$ cat src/rtl/operand_wb_stage_if.sv
`default_nettype none
// ============================================================================
// Module   : operand_wb_stage_if
// Purpose  : Instruction-issue handshake and external register-load port of
//            the operand-fetch / write-back stage.
// Signals  : instr[15:0]  {op[15:11], rd[10:8], rs[7:5], im[4:2], rsvd[1:0]}
//            instr_valid  instruction present (master -> slave)
//            instr_ready  stage can accept (slave -> master)
//            ext_we       external register write request
//            ext_addr     external write address
//            ext_data     external write data
// Modports : master = issuer/loader, slave = operand_wb_stage
// Revision : 1.0 - initial release
// ============================================================================
interface operand_wb_stage_if #(
  parameter int WIDTH = 8,
  parameter int AW    = 3
);
  logic [15:0]      instr;
  logic             instr_valid;
  logic             instr_ready;
  logic             ext_we;
  logic [AW-1:0]    ext_addr;
  logic [WIDTH-1:0] ext_data;

  modport master (
    output instr, instr_valid, ext_we, ext_addr, ext_data,
    input  instr_ready
  );

  modport slave (
    input  instr, instr_valid, ext_we, ext_addr, ext_data,
    output instr_ready
  );
endinterface
`default_nettype wire

$ cat src/rtl/operand_wb_stage.sv
`default_nettype none
// ============================================================================
// Module   : operand_wb_stage
// Purpose  : Operand-fetch / write-back stage around the 8-bit ALU. Takes one
//            instruction at a time through IDLE -> READ -> EXEC -> WB, reads
//            R[rd]/R[rs] from an internal register file, drives the ALU, then
//            writes the result back and latches the architectural flags.
// Ports    : clock, reset_n       clock / asynchronous active-low reset
//            bus (slave)          instruction handshake + external load port
//            alu_in1/in2/im/op    registered ALU operands and opcode
//            alu_res, alu_cf/zf/sf/of  ALU result and flags
//            flags                {CF,ZF,SF,OF} architectural flags
//            show_val             value captured by the last SHOWR
//            done                 one-cycle retire pulse (IDLE after WB)
// Revision : 1.0 - initial release
// ============================================================================
module operand_wb_stage #(
  parameter int NREGS = 8,
  parameter int WIDTH = 8
) (
  input  wire logic                 clock,
  input  wire logic                 reset_n,
  operand_wb_stage_if.slave         bus,
  output logic      [WIDTH-1:0]     alu_in1,
  output logic      [WIDTH-1:0]     alu_in2,
  output logic      [2:0]           alu_im,
  output logic      [4:0]           alu_op,
  input  wire logic [WIDTH-1:0]     alu_res,
  input  wire logic                 alu_cf,
  input  wire logic                 alu_zf,
  input  wire logic                 alu_sf,
  input  wire logic                 alu_of,
  output logic      [3:0]           flags,
  output logic      [WIDTH-1:0]     show_val,
  output logic                      done
);

  localparam int         AW       = $clog2(NREGS);
  localparam logic [4:0] C_OP_MOV = 5'b00110;
  localparam logic [4:0] C_OP_NOT = 5'b01000;
  localparam logic [4:0] C_OP_SHR = 5'b11111;

  typedef enum logic [1:0] {
    S_IDLE = 2'd0,
    S_READ = 2'd1,
    S_EXEC = 2'd2,
    S_WB   = 2'd3
  } state_t;

  state_t r_state;
  state_t w_next;

  logic [4:0]       r_op;
  logic [AW-1:0]    r_rd;
  logic [AW-1:0]    r_rs;
  logic [2:0]       r_im;
  logic [WIDTH-1:0] r_regs [NREGS];
  logic [WIDTH-1:0] r_alu_in1;
  logic [WIDTH-1:0] r_alu_in2;
  logic [2:0]       r_alu_im;
  logic [4:0]       r_alu_op;
  logic [3:0]       r_flags;
  logic [WIDTH-1:0] r_show_val;
  logic             r_done;

  logic w_ready;
  logic w_wb_en;
  logic w_flag_en;
  logic w_show_en;

  // Reserved instruction bits carry no meaning in this stage.
  logic w_unused_rsvd;
  assign w_unused_rsvd = ^bus.instr[1:0];

  // --------------------------------------------------------------------------
  // FSM state register
  // --------------------------------------------------------------------------
  always_ff @(posedge clock or negedge reset_n) begin
    if (!reset_n) begin
      r_state <= S_IDLE;
    end else begin
      r_state <= w_next;
    end
  end

  // --------------------------------------------------------------------------
  // FSM next state and decode
  // --------------------------------------------------------------------------
  always_comb begin
    w_next    = r_state;
    w_ready   = 1'b0;
    w_wb_en   = 1'b0;
    w_flag_en = 1'b0;
    w_show_en = 1'b0;
    case (r_state)
      S_IDLE: begin
        w_ready = 1'b1;
        if (bus.instr_valid) begin
          w_next = S_READ;
        end
      end
      S_READ: w_next = S_EXEC;
      S_EXEC: w_next = S_WB;
      S_WB: begin
        w_next = S_IDLE;
        // Write-back covers the two defined opcode groups; NOP, SHOWR and
        // the undefined encodings retire without touching the register file.
        w_wb_en   = ((r_op >= 5'b00001) && (r_op <= C_OP_MOV)) ||
                    ((r_op >= C_OP_NOT) && (r_op <= 5'b01110));
        // MOV and NOT move data only, so they leave the flags alone.
        w_flag_en = ((r_op >= 5'b00001) && (r_op <= 5'b00101)) ||
                    ((r_op >= 5'b01001) && (r_op <= 5'b01110));
        w_show_en = (r_op == C_OP_SHR);
      end
      default: w_next = S_IDLE;
    endcase
  end

  // --------------------------------------------------------------------------
  // Datapath: instruction latch, register file, ALU drive, retire
  // --------------------------------------------------------------------------
  always_ff @(posedge clock or negedge reset_n) begin
    if (!reset_n) begin
      r_op       <= '0;
      r_rd       <= '0;
      r_rs       <= '0;
      r_im       <= '0;
      r_alu_in1  <= '0;
      r_alu_in2  <= '0;
      r_alu_im   <= '0;
      r_alu_op   <= '0;
      r_flags    <= '0;
      r_show_val <= '0;
      r_done     <= 1'b0;
      for (int i = 0; i < NREGS; i++) begin
        r_regs[i] <= '0;
      end
    end else begin
      r_done <= (r_state == S_WB);
      case (r_state)
        S_IDLE: begin
          if (bus.instr_valid) begin
            r_op <= bus.instr[15:11];
            r_rd <= bus.instr[8+AW-1:8];
            r_rs <= bus.instr[5+AW-1:5];
            r_im <= bus.instr[4:2];
          end
          // The load port is only live here, so it never collides with the
          // WB write; a same-cycle load is visible to the following READ.
          if (bus.ext_we) begin
            r_regs[bus.ext_addr] <= bus.ext_data;
          end
        end
        S_READ: begin
          r_alu_in1 <= r_regs[r_rd];
          r_alu_in2 <= r_regs[r_rs];
          r_alu_im  <= r_im;
          r_alu_op  <= r_op;
        end
        S_WB: begin
          if (w_wb_en) begin
            r_regs[r_rd] <= alu_res;
          end
          if (w_flag_en) begin
            r_flags <= {alu_cf, alu_zf, alu_sf, alu_of};
          end
          if (w_show_en) begin
            r_show_val <= alu_res;
          end
        end
        default: ;
      endcase
    end
  end

  assign bus.instr_ready = w_ready;
  assign alu_in1         = r_alu_in1;
  assign alu_in2         = r_alu_in2;
  assign alu_im          = r_alu_im;
  assign alu_op          = r_alu_op;
  assign flags           = r_flags;
  assign show_val        = r_show_val;
  assign done            = r_done;

endmodule
`default_nettype wire

$ cat src/flat_wrapper.sv
// flat-port wrapper written by rule: the top's interface ports become plain ports
module operand_wb_stage_flat 
#(
  parameter int NREGS = 8,
  parameter int WIDTH = 8
)
  (clock, reset_n, alu_in1, alu_in2, alu_im, alu_op, alu_res, alu_cf, alu_zf, alu_sf, alu_of, flags, show_val, done, bus_instr, bus_instr_valid, bus_ext_we, bus_ext_addr, bus_ext_data, bus_instr_ready);
  operand_wb_stage_if #(.WIDTH(WIDTH), .AW(3)) bus_i ();
  input  wire logic clock;
  input  wire logic reset_n;
  output logic      [WIDTH-1:0] alu_in1;
  output logic      [WIDTH-1:0] alu_in2;
  output logic      [2:0] alu_im;
  output logic      [4:0] alu_op;
  input  wire logic [WIDTH-1:0] alu_res;
  input  wire logic alu_cf;
  input  wire logic alu_zf;
  input  wire logic alu_sf;
  input  wire logic alu_of;
  output logic      [3:0] flags;
  output logic      [WIDTH-1:0] show_val;
  output logic done;
  input wire logic [$bits(bus_i.instr)-1:0] bus_instr;
  input wire logic [$bits(bus_i.instr_valid)-1:0] bus_instr_valid;
  input wire logic [$bits(bus_i.ext_we)-1:0] bus_ext_we;
  input wire logic [$bits(bus_i.ext_addr)-1:0] bus_ext_addr;
  input wire logic [$bits(bus_i.ext_data)-1:0] bus_ext_data;
  output wire logic [$bits(bus_i.instr_ready)-1:0] bus_instr_ready;
  assign bus_i.instr = bus_instr;
  assign bus_i.instr_valid = bus_instr_valid;
  assign bus_i.ext_we = bus_ext_we;
  assign bus_i.ext_addr = bus_ext_addr;
  assign bus_i.ext_data = bus_ext_data;
  assign bus_instr_ready = bus_i.instr_ready;
  operand_wb_stage #(.NREGS(NREGS), .WIDTH(WIDTH)) u_core (.clock(clock), .reset_n(reset_n), .bus(bus_i), .alu_in1(alu_in1), .alu_in2(alu_in2), .alu_im(alu_im), .alu_op(alu_op), .alu_res(alu_res), .alu_cf(alu_cf), .alu_zf(alu_zf), .alu_sf(alu_sf), .alu_of(alu_of), .flags(flags), .show_val(show_val), .done(done));
endmodule
$ cat config.mk
export PLATFORM = sky130hd
export DESIGN_NAME = operand_wb_stage_flat
export DESIGN_NICKNAME = d
export VERILOG_FILES = /design/src/rtl/operand_wb_stage_if.sv /design/src/rtl/operand_wb_stage.sv /design/src/flat_wrapper.sv
export SDC_FILE = /design/constraint.sdc
export NUM_CORES = 1
export LEC_CHECK = 0
export BUFFER_PORTS_ARGS = -buffer_cell sky130_fd_sc_hd__buf_2
export CAP_MARGIN = 20
export CELL_PAD_IN_SITES_DETAIL_PLACEMENT = 1
export CELL_PAD_IN_SITES_GLOBAL_PLACEMENT = 1
export CORE_ASPECT_RATIO = 1.1
export CORE_UTILIZATION = 40
export DETAILED_ROUTE_END_ITERATION = 10
export PLACE_DENSITY_LB_ADDON = 0.3
export SLEW_MARGIN = 20
export SYNTH_ARGS = -nofsm -noshare
export SYNTH_HDL_FRONTEND = slang
export SYNTH_SLANG_ARGS = --single-unit
$ cat constraint.sdc
create_clock -name clock -period 3.5 [get_ports clock]
set_input_delay 0.35 -clock clock [delete_from_list [all_inputs] [get_ports clock]]
set_output_delay 0.35 -clock clock [all_outputs]
set_load 0.01 [all_outputs]
# --- Word level (Yosys, flattened, before mapping) ---
# Index checks and enable logic that the tools add are counted.
word_totals:
  input_bits: 43
  wordCells: 76
  output_inout_bits: 38
  reg_bits: 117
classes:
  n_reduce_logical: 14
  order_cmp: 11
  n_mux: 21
  n_bitwise: 3
  n_eq_ne: 7
op_table:
  columns: ["op", "count"]
  rows:
  - ["64-bit bitwise mux", 2]
  - ["64-bit 2-to-1 mux", 2]
  - ["64-bit case mux with 2 select lines", 1]
  - ["8-bit binary-select mux with 3-bit select", 2]
  - ["8-bit demux with 3-bit select", 2]
  - ["8-bit 2-to-1 mux", 6]
  - ["4-bit greater-or-equal comparator (second input constant)", 3]
  - ["3-bit inverter with 4-bit output", 3]
  - ["5-bit by 4-bit greater-or-equal comparator with 1-bit output (second input constant)", 2]
  - ["5-bit by 3-bit <= comparator with 1-bit output (second input constant)", 2]
  - ["4-bit by 1-bit less-than comparator with 1-bit output (second input constant)", 2]
  - ["2-bit case mux with 4 select lines", 1]
  - ["1-bit logical AND", 6]
  - ["2-bit AND reduction", 3]
  - ["5-bit equality test (second input constant)", 1]
  - ["5-bit by 1-bit greater-or-equal comparator with 1-bit output (second input constant)", 1]
  - ["5-bit by 4-bit <= comparator with 1-bit output (second input constant)", 1]
  - ["2-bit equality test (second input constant)", 2]
  - ["1-bit 2-to-1 mux", 4]
  - ["2-bit inequality test (second input constant)", 2]
  - ["3-bit AND reduction", 1]
  - ["2-bit by 1-bit equality test with 1-bit output (second input constant)", 1]
  - ["2-bit logical NOT", 1]
  - ["1-bit logical OR", 2]
  - ["3 further kinds", 3]

# --- Depth between registers and ports, before layout ---
# Gate-level depths: netlist of run 1.
logic_depth:
  word_depth: 8
  ltp_mapped: 7
  ltp_nobuf: 6

# --- Worst setup path before layout of run 1 ---
# No wires, ideal clock.
synth_path:
  kind: "register to register"
  from: "register u_core.r_state[0]"
  to: "register u_core.r_regs[24] in the netlist's numbering"
  path_buffers: 1
  setup_slack_ns: 1.312
  required_ns: 3.375
  path_stages_with_launch: 7
  setup_ns: 0.125
  synth_period_minus_slack_ns: 2.188
  arrival_ns: 2.063
  cell_sequence: "dfrtp_1 ha_1 buf_4 nor4b_2 a21oi_1 nor2_2 mux2_2"
synth_via:
  elab_chain_cells: 4
  word_cells_on_any_way: 8
  classes_between: "eq/ne: 3; mux: 2; reduce/logical: 3"
synth_rtl:
  columns: ["element", "line", "rtl"]
  rows:
  - ["start: declaration", "operand_wb_stage.sv:50", "state_t r_state;"]
  - ["start signal: assignment", "operand_wb_stage.sv:82", "r_state <= w_next;"]
  - ["2-bit equality test", "operand_wb_stage.sv:95, operand_wb_stage.sv:140", null]
  - ["1-bit 2-to-1 mux", "operand_wb_stage.sv:95", "case (r_state)"]
  - ["2-bit by 1-bit inequality test with 1-bit output (no line)", null, null]
  - ["3-bit AND reduction (no line)", null, null]
  - ["end signal: indexed assignment", "operand_wb_stage.sv:151", "r_regs[bus.ext_addr] <= bus.ext_data;"]
  - ["end signal: indexed assignment", "operand_wb_stage.sv:162", "r_regs[r_rd] <= alu_res;"]
  - ["end: declaration", "operand_wb_stage.sv:57", "logic [WIDTH-1:0] r_regs [NREGS];"]
# Parallel ways exist; a longest one is shown, timed or not.
# A chain may end at the register's enable or synchronous reset.

# --- Worst setup path in the final report of run 1 ---
layout_path:
  from: "register u_core.r_state[0]"
  to: "register u_core.r_regs[47] in the netlist's numbering"
# The elaborated chain is that of the path after synthesis.

==> results.json, run 1 <==
{
  "worstSetupStartpointType": "flop",
  "grt_pass1_vias": 5426,
  "crit_family": "simple AND/OR/NAND/NOR gates",
  "final_cell_mix": "dfrtp_1 (117), mux2_2 (100), buf_2 (77)",
  "initial_core_util": 0.416,
  "syn_area_sq_mm": 0.00636,
  "io-pin-count": 81,
  "r2r_cells": 5,
  "holdCritPathClass": "in2reg",
  "regToRegSetupSlack_ns": 0.75,
  "final_cell_area_sq_mm": 0.00758,
  "cts_tree": "yes",
  "htreeDepth": 4,
  "critPathLaunch": "u_core.r_state[0]",
  "first_pass_iters": 4,
  "clockBufferDepth": 2,
  "via_per_inst": 5.85,
  "track_usage": 0.254,
  "critPathSlowestCell": "ha_1",
  "cp_num_cells": 5,
  "crit_chain": "ha_1 > nor2b_1 > a41oi_4 > nor2_2 > mux2_2",
  "synthCells": 557,
  "fin_setup_tns_ns": 0,
  "postRouteAntennaNets": 0,
  "ys_warn_count": 0,
  "dieHeight_um": 134,
  "yosys.cell_types.count": 42,
  "cp-endpoint": "u_core.r_regs[47]",
  "cp_data_required_time_ns": 3.80,
  "wl_per_cell_um": 22.8,
  "reg2reg_from": "u_core.r_state[0]",
  "synth_largest_area_cell": "dfrtp_1",
  "numClockSinks": 117,
  "nNetsFinal": 676,
  "setup_viol": 0,
  "max-slew-margin-rel": 0.304,
  "routed_wl_um": 19100,
  "power-per-cell-area_mw_per_mm2": 912,
  "period_share": 0.786,
  "r2r-end": "u_core.r_regs[47]",
  "ir_drop_mv": 0.395,
  "num_vias": 4905,
  "area_growth_pct": 19.2,
  "hold_viol_final": 0,
  "route.detailed.drc": 0,
  "grt_max_degree": 45,
  "die_w_um": 122,
  "cts_buffers": 17,
  "crit_fanout": 20,
  "syn_nets": 604,
  "fmax_mhz": 364,
  "yosysSeqAreaShare": 0.460,
  "coreArea_sq_mm": 0.0153,
  "cts-resized-gates": 0,
  "grt-ovfl-total": 0,
  "synth_area_leaders": "dfrtp_1 (46%), mux2_2 (18%), mux4_2 (7.8%), o21ai_0 (5.1%), nand2_1 (4.4%)",
  "clock-root-buffer": "clkbuf_16",
  "final_common_cell": "dfrtp_1",
  "crit_buf_inv": 0,
  "synth_edf_count": 0,
  "synth_top_area_frac": 0.460,
  "antenna_found_initial": 0,
  "synth_seq_cells": 117,
  "place_area_sq_mm": 0.00693,
  "avgSynthCellArea_sq_um": 11.4,
  "cpPeakStageDelay_ns": 0.76,
  "postSynth.asyncResetShare": 1.00,
  "slew_violations": 0,
  "layout_setup_ws_ns": 0.750,
  "drv_cap": 0,
  "grt_pass1_wl_um": 30600,
  "crit_path_end_kind": "flop",
  "timing.final.crit_period_ns": 2.75,
  "status": "finished, final reports clean",
  "fin_skew_ns": 0.0125,
  "hpwlAfterDp_um": 13600,
  "cts_setup_buffers": 0,
  "synth_ff_type": "dfrtp_1",
  "worstSetupPathType": "reg2reg",
  "drtIter0Drc": 308,
  "clk_pin_slew_worst_paths_ns": 0.06,
  "layout-drive-gt1-share": 0.414,
  "leakagePower_nw": 3.40,
  "n_antenna_cell": 0,
  "rsz0062_at_grt": "false",
  "portBuffers": 78,
  "arrival_ns": 3.05,
  "num_rows": 47,
  "dieArea_sq_mm": 0.0164,
  "place_ws_ns": 0.782,
  "gp_congestion": 0.820,
  "worst_pin_slew_ns": 1.03,
  "clkLatencyLatePin_ns": 0.43
}
## metal layers
layer / GRT usage / vias up / part of all wire
li1: - / 2176 / -
met1: 0.296 / 2534 / 0.40
met2: 0.435 / 154 / 0.52
met3: 0.0570 / 41 / 0.046
met4: 0.127 / 0 / 0.033
met5: 0 / - / 0
## sequential cells by signal, indices dropped and copies added, names as in the netlist
signal           count
u_core.alu_im        3
u_core.alu_in1       8
u_core.alu_in2       8
u_core.alu_op        5
u_core.done          1
u_core.flags         4
u_core.r_im          3
u_core.r_op          5
u_core.r_rd          3
u_core.r_regs       64
u_core.r_rs          3
u_core.r_state       2
u_core.show_val      8
## worst min path at each step
stage | to | start | cells past startpoint
after CTS | u_core.r_rs[0] | bus_instr[5] | 2
after global placement | u_core.r_op[2] | reset_n | 1
final | u_core.r_rd[1] | bus_instr[9] | 2
after detailed placement | u_core.r_op[1] | reset_n | 1
after global routing | u_core.r_im[1] | bus_instr[3] | 2
after floorplan | u_core.alu_im[0] | reset_n | 0
## through the flow
stage	utilization	hold slack [ns]	power, mW	cells
2_1_floorplan	-	0.0544	4.08	557
3_3_place_gp	0.453	0.347	4.87	805
3_5_place_dp	0.453	0.361	5.03	805
4_1_cts	0.496	0.149	6.96	838
5_1_grt	0.496	0.150	7.32	838
6_report	0.496	0.167	6.92	838
## what timing repair did
item                       CTS  global route
hold endpoints to repair    37             0
setup endpoints to repair    0             0
hold buffers                 1             0
## synthesized netlist by cell type (5+ instances only)
master      n
mux2i_1    19
a21oi_1    20
nand2_1    74
dfrtp_1   117
nor2_1     23
buf_2      10
clkbuf_1   10
a31oi_1     9
or2_2       6
a22o_1      6
mux2_2    100
o21ai_0    65
nand3_1     5
buf_1      13
mux4_2     22
## where the power goes
part / switching (mW) / internal, mW / leakage [nW] / total (mW)
registers: 0.609 / 1.91 / 1.53 / 2.52
logic: 1.29 / 1.22 / 1.55 / 2.51
clock network: 0.609 / 1.28 / 0.320 / 1.89
total: 2.50 / 4.41 / 3.40 / 6.92
## final cells by class
| type | count | area, sq um |
|---|---|---|
| clock inverters | 8 | 144 |
| inverters | 3 | 11.3 |
| clock buffers | 24 | 502 |
| well taps | 196 | 245 |
| fillers | 1656 | 7710 |
| flip-flops and latches | 117 | 2930 |
| repair buffers | 94 | 528 |
| multi-input cells | 396 | 3230 |
## logic make-up (layout without fill, tap and decap cells)
logic type      Yosys count  in the layout  share of synthesized area
flops                   117            117                      0.460
fa+ha+maj                 4              4                    0.00787
mux                     141            141                      0.285
compound gates          114            114                      0.106
simple gates            137            137                      0.108
buf+inv                  44            129                     0.0328
## worst reg2reg max path, cell delays in order, from the launching register on
cell	delay, ns
dfrtp_1	0.41
ha_1	0.76
nor2b_1	0.33
a41oi_4	0.25
nor2_2	0.46
mux2_2	0.42
Note: power is estimated with default switching activity, not from simulation.
==> run 2, diff against run 1 <==
Clock period 3.5 ns to 2.8 ns, I/O delays scaled along.
==> run 2 against run 1 <==
Net effect:
- core utilization hardly changed
- non-clock buffer count is 3 higher
- routed wire length is 2.5% lower
- largest cell class unchanged
- largest power group is now combinational cells
==> results.json, run 2 (synthesis gave the netlist of run 1 again) <==
{
  "die_w_um": 122,
  "met1_usage": 0.289,
  "cp_data_required_time_ns": 3.10,
  "portBuffers": 78,
  "first_pass_iters": 4,
  "top_usage_layer": "met2",
  "antenna_found_initial": 0,
  "place_inst": 808,
  "crit_path_end_kind": "flop",
  "use_met2": 0.427,
  "power-per-cell-area_mw_per_mm2": 1130,
  "io-pin-count": 81,
  "dieArea_sq_mm": 0.0164,
  "rsz0062_at_grt": "false",
  "cts_tree": "yes",
  "internal_power_mw": 5.43,
  "final_common_cell": "dfrtp_1",
  "dieHeight_um": 134,
  "arrival_ns": 2.66,
  "numClockSinks": 117,
  "fmax_mhz": 425,
  "p_comb_frac": 0.371,
  "track_usage": 0.246,
  "filler_cell_count": 1645,
  "n_antenna_cell": 0,
  "htreeDepth": 4,
  "status": "finished, final reports clean",
  "num_vias": 4857,
  "initial_core_util": 0.416,
  "crit_fanout": 23,
  "leakagePower_nw": 3.41,
  "hpwlAfterDp_um": 13300,
  "final_cell_mix": "dfrtp_1 (117), mux2_2 (100), buf_2 (77)",
  "num_rows": 47,
  "use_met3": 0.0429,
  "clock_power_share": 0.266,
  "route.detailed.drc": 0,
  "worst_pin_slew_ns": 0.909,
  "via_per_inst": 5.78,
  "ir_drop_mv": 0.514,
  "clock-root-buffer": "clkbuf_16",
  "grt_pass1_vias": 5473,
  "cts_buffers": 17,
  "postRouteAntennaNets": 0,
  "whs_ns": 0.0828,
  "layout-drive-gt1-share": 0.419,
  "power.switching_mw": 3.11,
  "worstSetupPathType": "reg2reg",
  "final_util": 0.496,
  "grt-ovfl-total": 0,
  "final_cell_count_no_fill": 840,
  "gp_congestion": 0.837,
  "coreArea_sq_mm": 0.0153,
  "seq_power_share": 0.363,
  "holdCritPathClass": "in2reg",
  "area_growth_pct": 19.1,
  "wl_per_cell_um": 22.1,
  "largest_register_ffs": 64,
  "grt_pass1_wl_um": 29900,
  "drv_cap": 0,
  "worstSetupStartpointType": "flop",
  "nNetsFinal": 679,
  "largest-register": "u_core.r_regs",
  "hold_viol_final": 0,
  "swShare": 0.364,
  "drtIter0Drc": 201,
  "grt_max_degree": 65,
  "timing.final.crit_period_ns": 2.35,
  "slew_violations": 0,
  "routed_wl_um": 18600,
  "clk_pin_slew_worst_paths_ns": 0.05,
  "period_share": 0.840,
  "clkLatencyLatePin_ns": 0.42,
  "clockBufferDepth": 2,
  "fin_skew_ns": 0.00850,
  "max-slew-margin-rel": 0.394,
  "fin_setup_tns_ns": 0,
  "setup_viol": 0
}
-- run 2: worst paths after layout --
check | startpoint | end | slack [ns] | cells after the start
max in group asynchronous | reset_n | u_core.r_regs[15] | 1.73 | 3
worst max-delay path | u_core.r_state[0] | u_core.r_regs[10] | 0.45 | 6
worst min register to register | u_core.show_val[6] | u_core.show_val[6] | 0.50 | 1
worst max register to register | u_core.r_state[0] | u_core.r_regs[10] | 0.45 | 6
min in group asynchronous | reset_n | u_core.alu_op[2] | 0.36 | 2
worst min-delay path | bus_instr_valid | u_core.r_state[1] | 0.08 | 2
-- run 2: worst max-delay path, cell delays in order (launching register included) --
cell,delay (ns)
dfrtp_1,0.41
ha_1,0.25
buf_4,0.25
and4bb_2,0.51
a31oi_1,0.06
or2_2,0.43
mux2_2,0.32
-- run 2: metrics by stage --
step                power, mW  cell area (sq um)  setup slack [ns]
floorplan                5.10               6360             0.612
global placement         6.11               6950             0.493
detailed placement       6.29               6950             0.460
CTS                      8.62               7580             0.440
global route             9.03               7580             0.360
finish                   8.55               7580             0.447
-- run 2: area by class of cell --
class	instances	area [sq um]	area share
Multi-Input combinational cell	396	3230	0.426
Sequential cell	117	2930	0.386
Timing Repair Buffer	97	551	0.0726
Clock buffer	22	494	0.0652
Tap cell	196	245	0.0324
Clock inverter	9	124	0.0163
Inverter	3	11.3	0.00149
-- run 2: routing by layer --
metal	wire length, um	vias up
met1	7470	2499
met3	783	42
met5	0	-
met2	9810	142
met4	527	0
li1	-	2174
-- run 2: repair_timing --
action                     in CTS  in global routing
hold endpoints to repair       30                  0
setup buffers                   0                  0
hold buffers                    1                  0
setup endpoints to repair       0                  0
gates resized for setup         0                  0
-- run 2: power by group through the flow --
stage                     Sequential (mW)  Combinational [mW]  Clock [mW]
after floorplan                      2.88                2.22           0
after global placement               3.06                3.05           0
after detailed placement             3.12                3.17           0
after CTS                            3.10                3.20        2.32
after global routing                 3.20                3.45        2.38
final                                3.10                3.17        2.28
